===== src/rtl/mem_bus_pkg.sv =====
// Shared types and defaults for the unified memory bus arbiter.
package mem_bus_pkg;

    typedef enum logic [1:0] {
        IDLE   = 2'd0,
        ACCESS = 2'd1,
        RESP   = 2'd2
    } arb_state_t;

    typedef enum logic {
        PORT_IF = 1'b0,
        PORT_D  = 1'b1
    } port_t;

    localparam int WAIT_MAX_DEFAULT = 255;

endpackage


===== src/rtl/mem_bus_arbiter_rr_arb2.sv =====
// Two-way round-robin grant: on contention the port opposite to the last grant wins.
module rr_arb2
    import mem_bus_pkg::*;
(
    input  logic  i_if_req,
    input  logic  i_d_req,
    input  port_t i_last_grant,
    output logic  o_valid,
    output port_t o_grant
);

    always_comb begin
        o_valid = i_if_req | i_d_req;
        o_grant = PORT_IF;
        if (i_if_req && i_d_req) begin
            o_grant = (i_last_grant == PORT_IF) ? PORT_D : PORT_IF;
        end else if (i_d_req) begin
            o_grant = PORT_D;
        end
    end

endmodule


===== src/rtl/mem_bus_arbiter.sv =====
// Multiplexes fetch and data requests onto one single-outstanding memory bus
// with waitrequest handshake, one-cycle acks and a sticky timeout flag.
module mem_bus_arbiter
    import mem_bus_pkg::*;
#(
    parameter int ADDR_W   = 32,
    parameter int DATA_W   = 32,
    parameter int WAIT_MAX = WAIT_MAX_DEFAULT
) (
    input  logic              clk,
    input  logic              rst_n,
    input  logic              if_req,
    input  logic [ADDR_W-1:0] if_addr,
    output logic              if_ack,
    output logic [DATA_W-1:0] if_rdata,
    input  logic              d_req,
    input  logic              d_we,
    input  logic [ADDR_W-1:0] d_addr,
    input  logic [DATA_W-1:0] d_wdata,
    output logic              d_ack,
    output logic [DATA_W-1:0] d_rdata,
    output logic [ADDR_W-1:0] mem_addr,
    output logic              mem_read,
    output logic              mem_write,
    output logic [DATA_W-1:0] mem_writedata,
    input  logic              mem_waitrequest,
    input  logic [DATA_W-1:0] mem_readdata,
    output logic              bus_err,
    output logic              err_src
);

    localparam int CNT_W = $clog2(WAIT_MAX + 1);

    arb_state_t        r_state;
    arb_state_t        w_state_next;
    port_t             r_grant;
    port_t             r_last_grant;
    port_t             r_err_src;
    logic              r_we;
    logic [ADDR_W-1:0] r_addr;
    logic [DATA_W-1:0] r_wdata;
    logic [CNT_W-1:0]  r_wait_cnt;
    logic [DATA_W-1:0] r_if_rdata;
    logic [DATA_W-1:0] r_d_rdata;
    logic              r_bus_err;

    logic              w_req_valid;
    port_t             w_grant;
    logic              w_done;
    logic              w_timeout;

    rr_arb2 u_rr_arb2 (
        .i_if_req     (if_req),
        .i_d_req      (d_req),
        .i_last_grant (r_last_grant),
        .o_valid      (w_req_valid),
        .o_grant      (w_grant)
    );

    assign w_done    = (r_state == ACCESS) && !mem_waitrequest;
    // The WAIT_MAX-th consecutive wait cycle aborts the transaction.
    assign w_timeout = (r_state == ACCESS) && mem_waitrequest &&
                       (r_wait_cnt == CNT_W'(WAIT_MAX - 1));

    always_ff @(posedge clk or negedge rst_n) begin
        if (!rst_n) begin
            r_state <= IDLE;
        end else begin
            r_state <= w_state_next;
        end
    end

    always_comb begin
        w_state_next = r_state;
        case (r_state)
            IDLE:    if (w_req_valid) w_state_next = ACCESS;
            ACCESS:  if (w_done || w_timeout) w_state_next = RESP;
            RESP:    w_state_next = IDLE;
            default: w_state_next = IDLE;
        endcase
    end

    // Bus command comes straight from registers so it is stable for all of ACCESS.
    always_comb begin
        mem_read      = (r_state == ACCESS) && !r_we;
        mem_write     = (r_state == ACCESS) &&  r_we;
        mem_addr      = r_addr;
        mem_writedata = r_wdata;
        if_ack        = (r_state == RESP) && (r_grant == PORT_IF);
        d_ack         = (r_state == RESP) && (r_grant == PORT_D);
        if_rdata      = r_if_rdata;
        d_rdata       = r_d_rdata;
        bus_err       = r_bus_err;
        err_src       = r_err_src;
    end

    always_ff @(posedge clk or negedge rst_n) begin
        if (!rst_n) begin
            r_grant      <= PORT_IF;
            r_last_grant <= PORT_D;
            r_err_src    <= PORT_IF;
            r_we         <= 1'b0;
            r_addr       <= '0;
            r_wdata      <= '0;
            r_wait_cnt   <= '0;
            r_if_rdata   <= '0;
            r_d_rdata    <= '0;
            r_bus_err    <= 1'b0;
        end else begin
            case (r_state)
                IDLE: begin
                    r_wait_cnt <= '0;
                    if (w_req_valid) begin
                        r_grant      <= w_grant;
                        r_last_grant <= w_grant;
                        if (w_grant == PORT_D) begin
                            r_addr  <= d_addr;
                            r_we    <= d_we;
                            r_wdata <= d_wdata;
                        end else begin
                            r_addr  <= if_addr;
                            r_we    <= 1'b0;
                            r_wdata <= '0;
                        end
                    end
                end
                ACCESS: begin
                    if (w_done) begin
                        r_wait_cnt <= '0;
                        if (!r_we) begin
                            if (r_grant == PORT_IF) r_if_rdata <= mem_readdata;
                            else                    r_d_rdata  <= mem_readdata;
                        end
                    end else if (w_timeout) begin
                        r_wait_cnt <= '0;
                        r_bus_err  <= 1'b1;
                        r_err_src  <= r_grant;
                    end else begin
                        r_wait_cnt <= r_wait_cnt + CNT_W'(1);
                    end
                end
                default: r_wait_cnt <= '0;
            endcase
        end
    end

endmodule


===== config.mk =====
export PLATFORM = sky130hd
export DESIGN_NAME = mem_bus_arbiter
export DESIGN_NICKNAME = d
export VERILOG_FILES = /design/src/rtl/mem_bus_pkg.sv /design/src/rtl/mem_bus_arbiter_rr_arb2.sv /design/src/rtl/mem_bus_arbiter.sv
export SDC_FILE = /design/constraint.sdc
export NUM_CORES = 1
export LEC_CHECK = 0
export CORE_MARGIN = 5
export CORE_UTILIZATION = 28
export DETAILED_ROUTE_END_ITERATION = 6
export GPL_TIMING_DRIVEN = 0
export PLACE_DENSITY_LB_ADDON = 0.12
export SETUP_SLACK_MARGIN = 0.15
export SLEW_MARGIN = 20
export SYNTH_ARGS = -nofsm -noshare
export SYNTH_HDL_FRONTEND = slang
export SYNTH_SLANG_ARGS = --single-unit

===== constraint.sdc =====
create_clock -name clk -period 1.8 [get_ports clk]
set_input_delay 0.45 -clock clk [delete_from_list [all_inputs] [get_ports clk]]
set_output_delay 0.45 -clock clk [all_outputs]
set_load 0.05 [all_outputs]

==> impl_metrics.toml, run 1 <==
[outcome]
status = "complete, but fails checks"
failed_checks = "setup timing"

[drt]
first_pass_iters = 4
routed_wl_um = 18300
first_iter_violations = 100
vias = 4452
drtAntennaViolNets = 0
viasPerCell = 4.56
wire_per_inst_um = 18.8
drc = 0

[sta]
tightest_slew_ns = 0.464
max_freq_mhz = 552
setup_violations = 17
period_minus_slack_ns = 1.81
slew_headroom_pct = 69.1
fin_crit_sh_pct = 101
worst_slack_ns = -0.0119
drv_slew = 0
skew_ns = 0.0103
rsz0062_at_grt = "yes"
final_hold_viol_count = 0
whs_ns = 0.477

[hold_path]
hold_path.class = "register to register"
hold_depth = 1
min_to = "bus_err"
hold_path.startpoint = "bus_err"

[finish]
fillers = 1890
area_growth_pct = 68.6
final_nets = 823
drive_above_1_share_pct = 49.6
layout.cells.non_filler = 976
stdcell_area_um2 = 9940
multi_input_area_um2 = 2360
seq_area_um2 = 3580

[grt]
grt_max_degree = 86
antenna_found_initial = 1
grtUsageTotal_pct = 15.3
grt_overflow = 0
grt_pass1_wl_um = 28800
grt_pass1_vias = 5021

[logic_synthesis]
synth_fp_nets = 520
ys_async_sr_fraction_pct = 100
synth_cell_types = 38
syn_inst = 384
yosys_warnings = 0
synth.cell_area_um2 = 5890
seq_area_frac_synth_pct = 60.7
avgSynthCellArea_um2 = 15.4
synth-seq-cells = 143
synthFlopType = "dfrtp_1"
synth_edf_count = 0

[clock_tree]
numCtsBuffers = 17
clk_pin_slew_ns = 0.06
ctsHtreeMaxLevel = 4
cts_root_buf = "clkbuf_16"
cts_tree = "built"
clock_sinks = 143
clk_latency_ns = 0.42
cts_max_path_buffers = 2

[worst_setup_path]
r2r_setup_slack_ns = -0.01
arrival_ns = 2.11
end_kind = "register"
required_ns = 2.10
r2r.worst_path.cells = 5
start_kind = "register"
criticalPathCategory = "register to register"
r2r_end = "d_rdata[15]"
crit_fanout = 10
r2r_start = "r_state[1]"

[place]
io_buffers = 267
place_inst = 927
dp_hpwl_um = 13300
gp_congestion = 0.786
pre_cts_ws_ns = -1.03
dpl_cell_area_um2 = 8960

[floorplanning]
coreArea_um2 = 20900
fp.dieH_um = 155
ios = 268
die_w_um = 155
dieArea_um2 = 24100
rows = 53
initial_utilization_pct = 28.2

[power]
vdd_drop_max_uv = 979
cellLeakagePower_nw = 4.46
power_density_nw_per_um2 = 2060

[flow_run]
drv_cap = 0
==> cell usage in the layout, fill, tap and decap left out, drive strengths merged, types with 3 or more instances in the layout <==
cell type / Yosys / layout
a31oi: 4 / 4
o21ai: 3 / 3
clkbuf: 12 / 27
o211ai: 3 / 3
mux2: 129 / 129
a22o: 33 / 33
nand2: 8 / 8
nor2: 6 / 6
clkinv: 0 / 3
clkdlybuf4s18: 0 / 19
buf: 10 / 80
dfrtp: 142 / 142
clkdlybuf4s50: 0 / 129
clkdlybuf4s15: 0 / 64
nand4: 3 / 3
or3: 3 / 3
a21oi: 3 / 3
dlygate4sd2: 0 / 3
inv: 3 / 12
==> per-layer routing <==
layer,up-vias,GRT usage [%],wire (um)
li1,2018,-,-
met1,2211,17.7,7140
met2,204,25.3,8890
met3,19,7.07,2060
met4,0,5.09,252
met5,-,0,0
==> worst max-delay path: stages (launching register included) <==
cell and delay, ns:
dfrtp_1 0.41, nand2b_4 0.19, or4b_4 0.49, buf_8 0.16, buf_12 0.15, mux2_4 0.30
==> area by class of cell <==
cell class,count,share of cell area [%]
Antenna cell,1,0.0252
Sequential cell,143,36.1
Timing Repair Buffer,284,28.1
Multi-Input combinational cell,216,23.7
Tap cell,275,3.46
Clock inverter,15,1.91
Buffer,22,2.35
Inverter,3,0.113
Clock buffer,17,4.28
==> worst max path at each step <==
stage / from / endpoint / slack, ns / depth (start not counted)
after CTS: r_state[1] / mem_write / -0.01 / 3
after floorplan: r_state[1] / d_rdata[10] / 0.06 / 5
after global placement: rst_n / mem_addr[15] / -5.63 / 1
after global routing: r_state[1] / mem_write / -0.06 / 3
final: r_state[1] / d_rdata[15] / -0.01 / 5
after detailed placement: d_req / mem_writedata[0] / -1.03 / 6
==> flip-flops by register name, summed over array words and instances, names as in the netlist, 2 cells and up <==
| signal | cells |
|---|---|
| mem_writedata | 32 |
| r_wait_cnt | 8 |
| if_rdata | 32 |
| r_state | 2 |
| d_rdata | 32 |
| mem_addr | 32 |
==> power breakdown <==
group,switching (mW),internal (mW),total (mW)
registers,0.844,4.67,5.51
logic,7.10,4.22,11.3
clock network,1.55,2.12,3.67
total,9.49,11.0,20.5
==> cell families (layout without fill, tap and decap cells) <==
group / count (synthesis) / count (layout) / synth area share (%)
multiplexers: 129 / 129 / 26.6
AND/OR/NAND/NOR: 32 / 32 / 3.04
flip-flops: 143 / 143 / 60.7
AO/OA/AOI/OAI: 53 / 53 / 7.13
other: 0 / 1 / 0
buffers and inverters: 25 / 341 / 2.12
adder cells (fa/ha/maj): 2 / 2 / 0.424
==> what timing repair did <==
| item | CTS | global route |
|---|---|---|
| setup buffers | 11 | 0 |
| hold endpoints to repair | 58 | 0 |
| gates resized for setup | 519 | 106 |
| endpoints found under the setup margin | 268 | 167 |
| hold buffers | 1 | 0 |
| gates cloned | 4 | 0 |
| pin swaps | 4 | 1 |
==> per-stage QoR <==
step / util [%] / TNS, ns / total power [mW]
floorplan: - / 0 / 12.8
global placement: 42.7 / -885.99 / 16.7
detailed placement: 42.9 / -87.03 / 16.9
CTS: 48.8 / -0.129 / 21.0
global route: 47.6 / -1.50 / 21.4
finish: 47.6 / -0.0604 / 20.5
==> cell usage after synthesis (3+ instances only) <==
library cell  instances  area share, %
a22o_1               33            4.9
buf_2                 7           0.59
dfrtp_1             142             60
buf_6                 3           0.57
mux2_2               97             19
a21oi_1               3           0.25
clkbuf_1             12           0.76
a31oi_1               4           0.42
inv_1                 3           0.19
mux2_4               30            7.6
nand4_1               3           0.32
o211ai_1              3           0.38
nor2_1                6           0.38
or3_1                 3           0.32
nand2_1               8           0.51
No activity file was read; power rests on OpenSTA's default activity.
==> inputs of run 2 (changes only) <==
Settings changed: CORE_ASPECT_RATIO from default to 1.25, CORE_MARGIN 5 to default.
==> run 2 against run 1 <==
  * The flow still finishes with violations (setup timing)
  * Design area rose by 3.7%
  * Non-clock buffer count rose by 7
  * Clock power rose by 4%
  * Via count fell by 0.85%
  * Flip-flop and latch count did not move
  * Die area fell by 10%
  * Highest routed layer unchanged
  * Final cell count rose by 0.61%
==> impl_metrics.toml, run 2 (synthesized netlist as in run 1, its figures left out) <==
[sta]
skew_ns = 0.00867
rsz0062_at_grt = "yes"
drv_slew = 0
setup_violations = 4
worst_slack_ns = -0.00172
final_hold_viol_count = 0
slew_headroom_pct = 62.1
fin_crit_sh_pct = 100
max_freq_mhz = 555
tightest_slew_ns = 0.569
period_minus_slack_ns = 1.80

[clock_tree]
ctsHtreeMaxLevel = 4
clock_sinks = 143
clk_pin_slew_ns = 0.06
cts_root_buf = "clkbuf_16"
clk_latency_ns = 0.42
cts_tree = "built"
numCtsBuffers = 17
cts_max_path_buffers = 2

[worst_setup_path]
arrival_ns = 2.10
crit_fanout = 10
path_buf_inv = 2
crit_path_frequent_cell = "buf_12"
r2r_start = "r_state[1]"
start_kind = "register"
cp_cell_sequence = "nand2b_4 > or4b_4 > buf_12 > buf_12 > mux2_4"
required_ns = 2.09
cp_top_family = "simple AND/OR/NAND/NOR gates"
max_stage_delay_ns = 0.51
criticalPathCategory = "register to register"
cp-startpoint = "r_state[1]"
end_kind = "register"
cp_slowest_cell = "or4b_4"

[floorplanning]
coreArea_um2 = 20700
ios = 268
fp.dieH_um = 164
initial_utilization_pct = 28.4
die_w_um = 132
rows = 59
dieArea_um2 = 21600

[power]
cellLeakagePower_nw = 4.61
vdd_drop_max_uv = 846
power_density_nw_per_um2 = 2030
total_power_mw = 21.0

[place]
pre_cts_ws_ns = -0.815
dp_hpwl_um = 11900
gp_congestion = 0.719
io_buffers = 267

[drt]
routed_wl_um = 16800
drtAntennaViolNets = 0
vias = 4414
viasPerCell = 4.49
wire_per_inst_um = 17.1
drc = 0
first_pass_iters = 4
first_iter_violations = 108

[finish]
final_common_cell = "dfrtp_1"
final_cell_mix = "dfrtp_1 (139), clkdlybuf4s50_1 (129), clkdlybuf4s15_2 (89)"
final_nets = 830
area_growth_pct = 74.9
drive_above_1_share_pct = 50.4

[outcome]
failed_checks = "setup timing"
status = "complete, but fails checks"

[grt]
grt_overflow = 0
grtUsageTotal_pct = 15.9
grt_max_degree = 74
grt_pass1_vias = 4731
antenna_found_initial = 1
grt_pass1_wl_um = 26400

[hold_path]
hold_path.startpoint = "bus_err"
hold_path.class = "register to register"

[flow_run]
drv_cap = 0
==> run 2: area by class of cell <==
cell class,instances,area (um^2)
Clock buffer,18,439
Tap cell,274,343
Timing Repair Buffer,291,3060
Sequential cell,143,3580
Fill cell,1836,10400
Multi-Input combinational cell,216,2420
Inverter,3,11.3
Buffer,22,244
Clock inverter,14,203
Antenna cell,1,2.50
==> run 2: per-layer routing <==
layer  track usage (%)  share of wire [%]
met1              19.0                 41
met2              26.1                 50
met3              6.36                8.3
met4              5.13               0.98
met5                 0                  0
==> run 2: worst paths after layout <==
check,end,slack (ns),cells after the start
setup / recovery,d_rdata[19],-0.002,5
hold / removal,bus_err,0.48,1
setup reg to reg,d_rdata[19],-0.002,5
hold reg to reg,bus_err,0.48,1
max in group asynchronous,r_last_grant,0.42,3
min in group asynchronous,if_rdata[2],0.58,2
==> run 2: timing repair <==
action	in CTS	in global routing
resized for setup	500	102
gates cloned	5	0
endpoints found under the setup margin	267	158
pin swaps	4	3
hold endpoints to repair	10	0
buffers inserted	14	3
hold buffers	1	0
==> run 2: per-stage QoR <==
stage / hold slack, ns / TNS, ns / cell area (um^2) / util (%) / std cells
global placement: 0.457 / -880.65 / 8930 / 43.0 / 925
finish: 0.482 / -0.00352 / 10300 / 49.7 / 982
floorplan: 0.154 / 0 / 5910 / - / 384
CTS: 0.490 / 0 / 10300 / 49.6 / 978
global route: 0.512 / -0.533 / 10300 / 49.7 / 981
detailed placement: 0.448 / -81.23 / 8960 / 43.2 / 926
==> run 2: power breakdown <==
part	internal [mW]	switching [mW]
Sequential	4.67	0.848
Clock	2.38	1.44
Combinational	4.59	7.04
Total	11.6	9.33
==> run 2: worst register-to-register path, cell delays in order (launching register included) <==
cell and delay, ns:
dfrtp_1 0.38, nand2b_4 0.18, or4b_4 0.51, buf_12 0.17
buf_12 0.15, mux2_4 0.30
==> inputs of run 3 (changes only) <==
Settings changed: ABC_AREA from default to 1, CORE_UTILIZATION 28 to 25.
==> run 3 against run 2 <==
  * The run now ends clean
  * Final cell count is 33% higher
  * Hold slack worse by 0.020 ns
  * Maximum frequency is 4.2% higher
  * Sequential power is 0.9% lower
  * Power is 3.1% lower
  * Via count is 21% higher
  * First-iteration DRC count is 52% higher
  * Sequential share of layout area is 1.3 points higher
  * Utilization is 9.0 points lower
  * Critical endpoint is now d_ack
==> impl_metrics.toml, run 3 <==
[drt]
wire_per_inst_um = 14.6
viasPerCell = 4.11
first_pass_iters = 4
routed_wl_um = 19000
drtAntennaViolNets = 0
drc = 0
first_iter_violations = 164
vias = 5352

[logic_synthesis]
yosysMostFrequentCell = "nand2_1"
synth_top_area_cell = "dfrtp_1"
ys_async_sr_fraction_pct = 100
seq_area_frac_synth_pct = 57.7
syn_inst = 667
synth.cell_area_um2 = 6200
synth_mux_area_share_pct = 0
yosys_warnings = 0
synthAdderAreaFrac_pct = 0.404
synth.top_cells.by_count = "nand2_1 (241), dfrtp_1 (142), inv_1 (71), o21ai_2 (50), nand3_1 (41)"
synth_fp_nets = 803
synth_compound_area_share_pct = 12.6
synth-seq-cells = 143
yosys.area_share.simple_pct = 20.1
synth_top_family_by_area = "simple AND/OR/NAND/NOR gates"
synthFlopType = "dfrtp_1"
synth.area.top_cells = "dfrtp_1 (57%), nand2_1 (15%), o21ai_2 (7.1%), inv_1 (4.3%), o211ai_1 (3.9%)"
synth_xor_area_share_pct = 0.424
synth_edf_count = 0
synth.top_cell.area_share_pct = 57.3
avgSynthCellArea_um2 = 9.30
synth_cell_types = 25

[grt]
grt_pass1_vias = 5485
grt_pass1_wl_um = 29600
grtUsageTotal_pct = 15.5
grt_max_degree = 79
antenna_found_initial = 0
grt_overflow = 0

[finish]
stdcell_area_um2 = 9930
final_cell_mix = "nand2_1 (241), dfrtp_1 (140), clkdlybuf4s50_1 (132)"
final_nets = 1096
area_growth_pct = 60.1
fin_util_pct = 40.6
layout.cells.non_filler = 1303
fillers = 2534
multi_input_area_um2 = 2130
seq_area_um2 = 3580
n_antenna_cell = 0
final_common_cell = "nand2_1"
drive_above_1_share_pct = 28.3

[power]
vdd_drop_max_uv = 967
cellLeakagePower_nw = 4.88
combinationalPowerShare_pct = 53.8
power_density_nw_per_um2 = 2050
total_power_mw = 20.3
clkPwrFrac_pct = 19.2
internal_power_mw = 10.3
p_sw_share_pct = 49.1
seq_power_share_pct = 26.9
power_switching_mw = 9.98

[clock_tree]
cts_max_path_buffers = 2
clk_latency_ns = 0.42
numCtsBuffers = 17
clk_pin_slew_ns = 0.06
cts_root_buf = "clkbuf_16"
clock_sinks = 143
cts_tree = "built"
ctsHtreeMaxLevel = 4

[floorplanning]
dieArea_um2 = 25400
coreArea_um2 = 24400
initial_utilization_pct = 25.4
die_w_um = 143
ios = 268
rows = 64
fp.dieH_um = 178

[sta]
period_minus_slack_ns = 1.73
max_freq_mhz = 578
final_hold_viol_count = 0
rsz0062_at_grt = "yes"
drv_slew = 0
fin_crit_sh_pct = 96.0
tightest_slew_ns = 0.544
setup_violations = 0
skew_ns = 0.00633
slew_headroom_pct = 63.7
whs_ns = 0.462

[hold_path]
hold_path.class = "register to register"

[worst_setup_path]
cp_slowest_cell = "dfrtp_2"
path_buf_inv = 2
required_ns = 1.35
end_kind = "output port"
cp_top_family = "flip-flops"
crit_fanout = 3
criticalPathCategory = "register to output port"
max_stage_delay_ns = 0.42
cp_cell_sequence = "inv_4 > nor3_4 > buf_6"
arrival_ns = 1.28
r2r_setup_slack_ns = 0.28
start_kind = "register"

[place]
dp_hpwl_um = 14000
place_inst = 1265
dpl_cell_area_um2 = 9330
io_buffers = 267
gp_congestion = 0.730

[flow_run]
drv_cap = 0

[outcome]
status = "finished, final reports clean"
run 3: cell count changes in the layout (fill, tap and decap cells not counted), moves of 30 or more:
| cell | delta |
|---|---|
| inv_1 | +66 |
| o21ai_2 | +49 |
| nand3_1 | +40 |
| nand2_1 | +233 |
| mux2_4 | -76 |
| buf_2 | +37 |
| a22o_1 | -33 |
| mux2_2 | -53 |
| clkdlybuf4s15_2 | -30 |
run 3: cells by family (layout without fill, tap and decap cells):
logic type / Yosys count / count (layout)
fa+ha+maj: 2 / 2
flops: 143 / 143
simple gates: 307 / 307
xor+xnor: 3 / 3
compound gates: 102 / 102
buf+inv: 110 / 416
run 3: power groups by stage:
stage	clock network, mW	logic (mW)	registers [mW]
6_report	3.91	10.9	5.47
5_1_grt	4.17	11.7	5.65
4_1_cts	4.04	11.3	5.49
3_5_place_dp	0	11.6	5.47
3_3_place_gp	0	11.6	5.47
2_1_floorplan	0	2.72	10.2
run 3: final timing paths:
kind	start	end	cells past startpoint
min in group asynchronous	rst_n	if_rdata[8]	2
max in group asynchronous	rst_n	mem_addr[11]	3
max reg2reg	r_state[1]	d_rdata[25]	8
min reg2reg	bus_err	bus_err	2
min	bus_err	bus_err	2
max	r_grant	d_ack	3
run 3: what timing repair did:
item	CTS	global route
pin swaps	3	4
endpoints found under the setup margin	141	134
hold buffers	1	0
gates resized for setup	447	136
hold endpoints to repair	14	0
setup buffers	2	4
run 3: through the flow:
stage                     setup WS, ns  TNS [ns]
after floorplan                  0.152         0
after global placement           -6.07   -879.47
after detailed placement        -0.359    -17.96
after CTS                       0.0126         0
after global routing            0.0207         0
final                           0.0712         0
run 3: final cells by class:
cell class                      instances  share of cell area [%]
Sequential cell                       143                    36.1
Timing Repair Buffer                  275                    26.0
Multi-Input combinational cell        414                    21.4
Clock buffer                           21                    4.64
Tap cell                              330                    4.16
Buffer                                 35                    2.94
Inverter                               74                    2.89
Clock inverter                         11                    1.88
run 3: layer usage:
metal  GRT usage, %  wire length [um]
met4           5.51               333
met2           25.1              8840
met3           6.93              1850
met5              0                 0
met1           17.9              7960
run 3: worst reg2reg max path, cell delays in order, from the launching register on:
cell     delay, ns
dfrtp_1       0.40
inv_4         0.11
nand2_4       0.08
buf_4         0.16
nor2_4        0.13
nand3_4       0.19
buf_6         0.22
nand2_1       0.07
o21ai_2       0.05
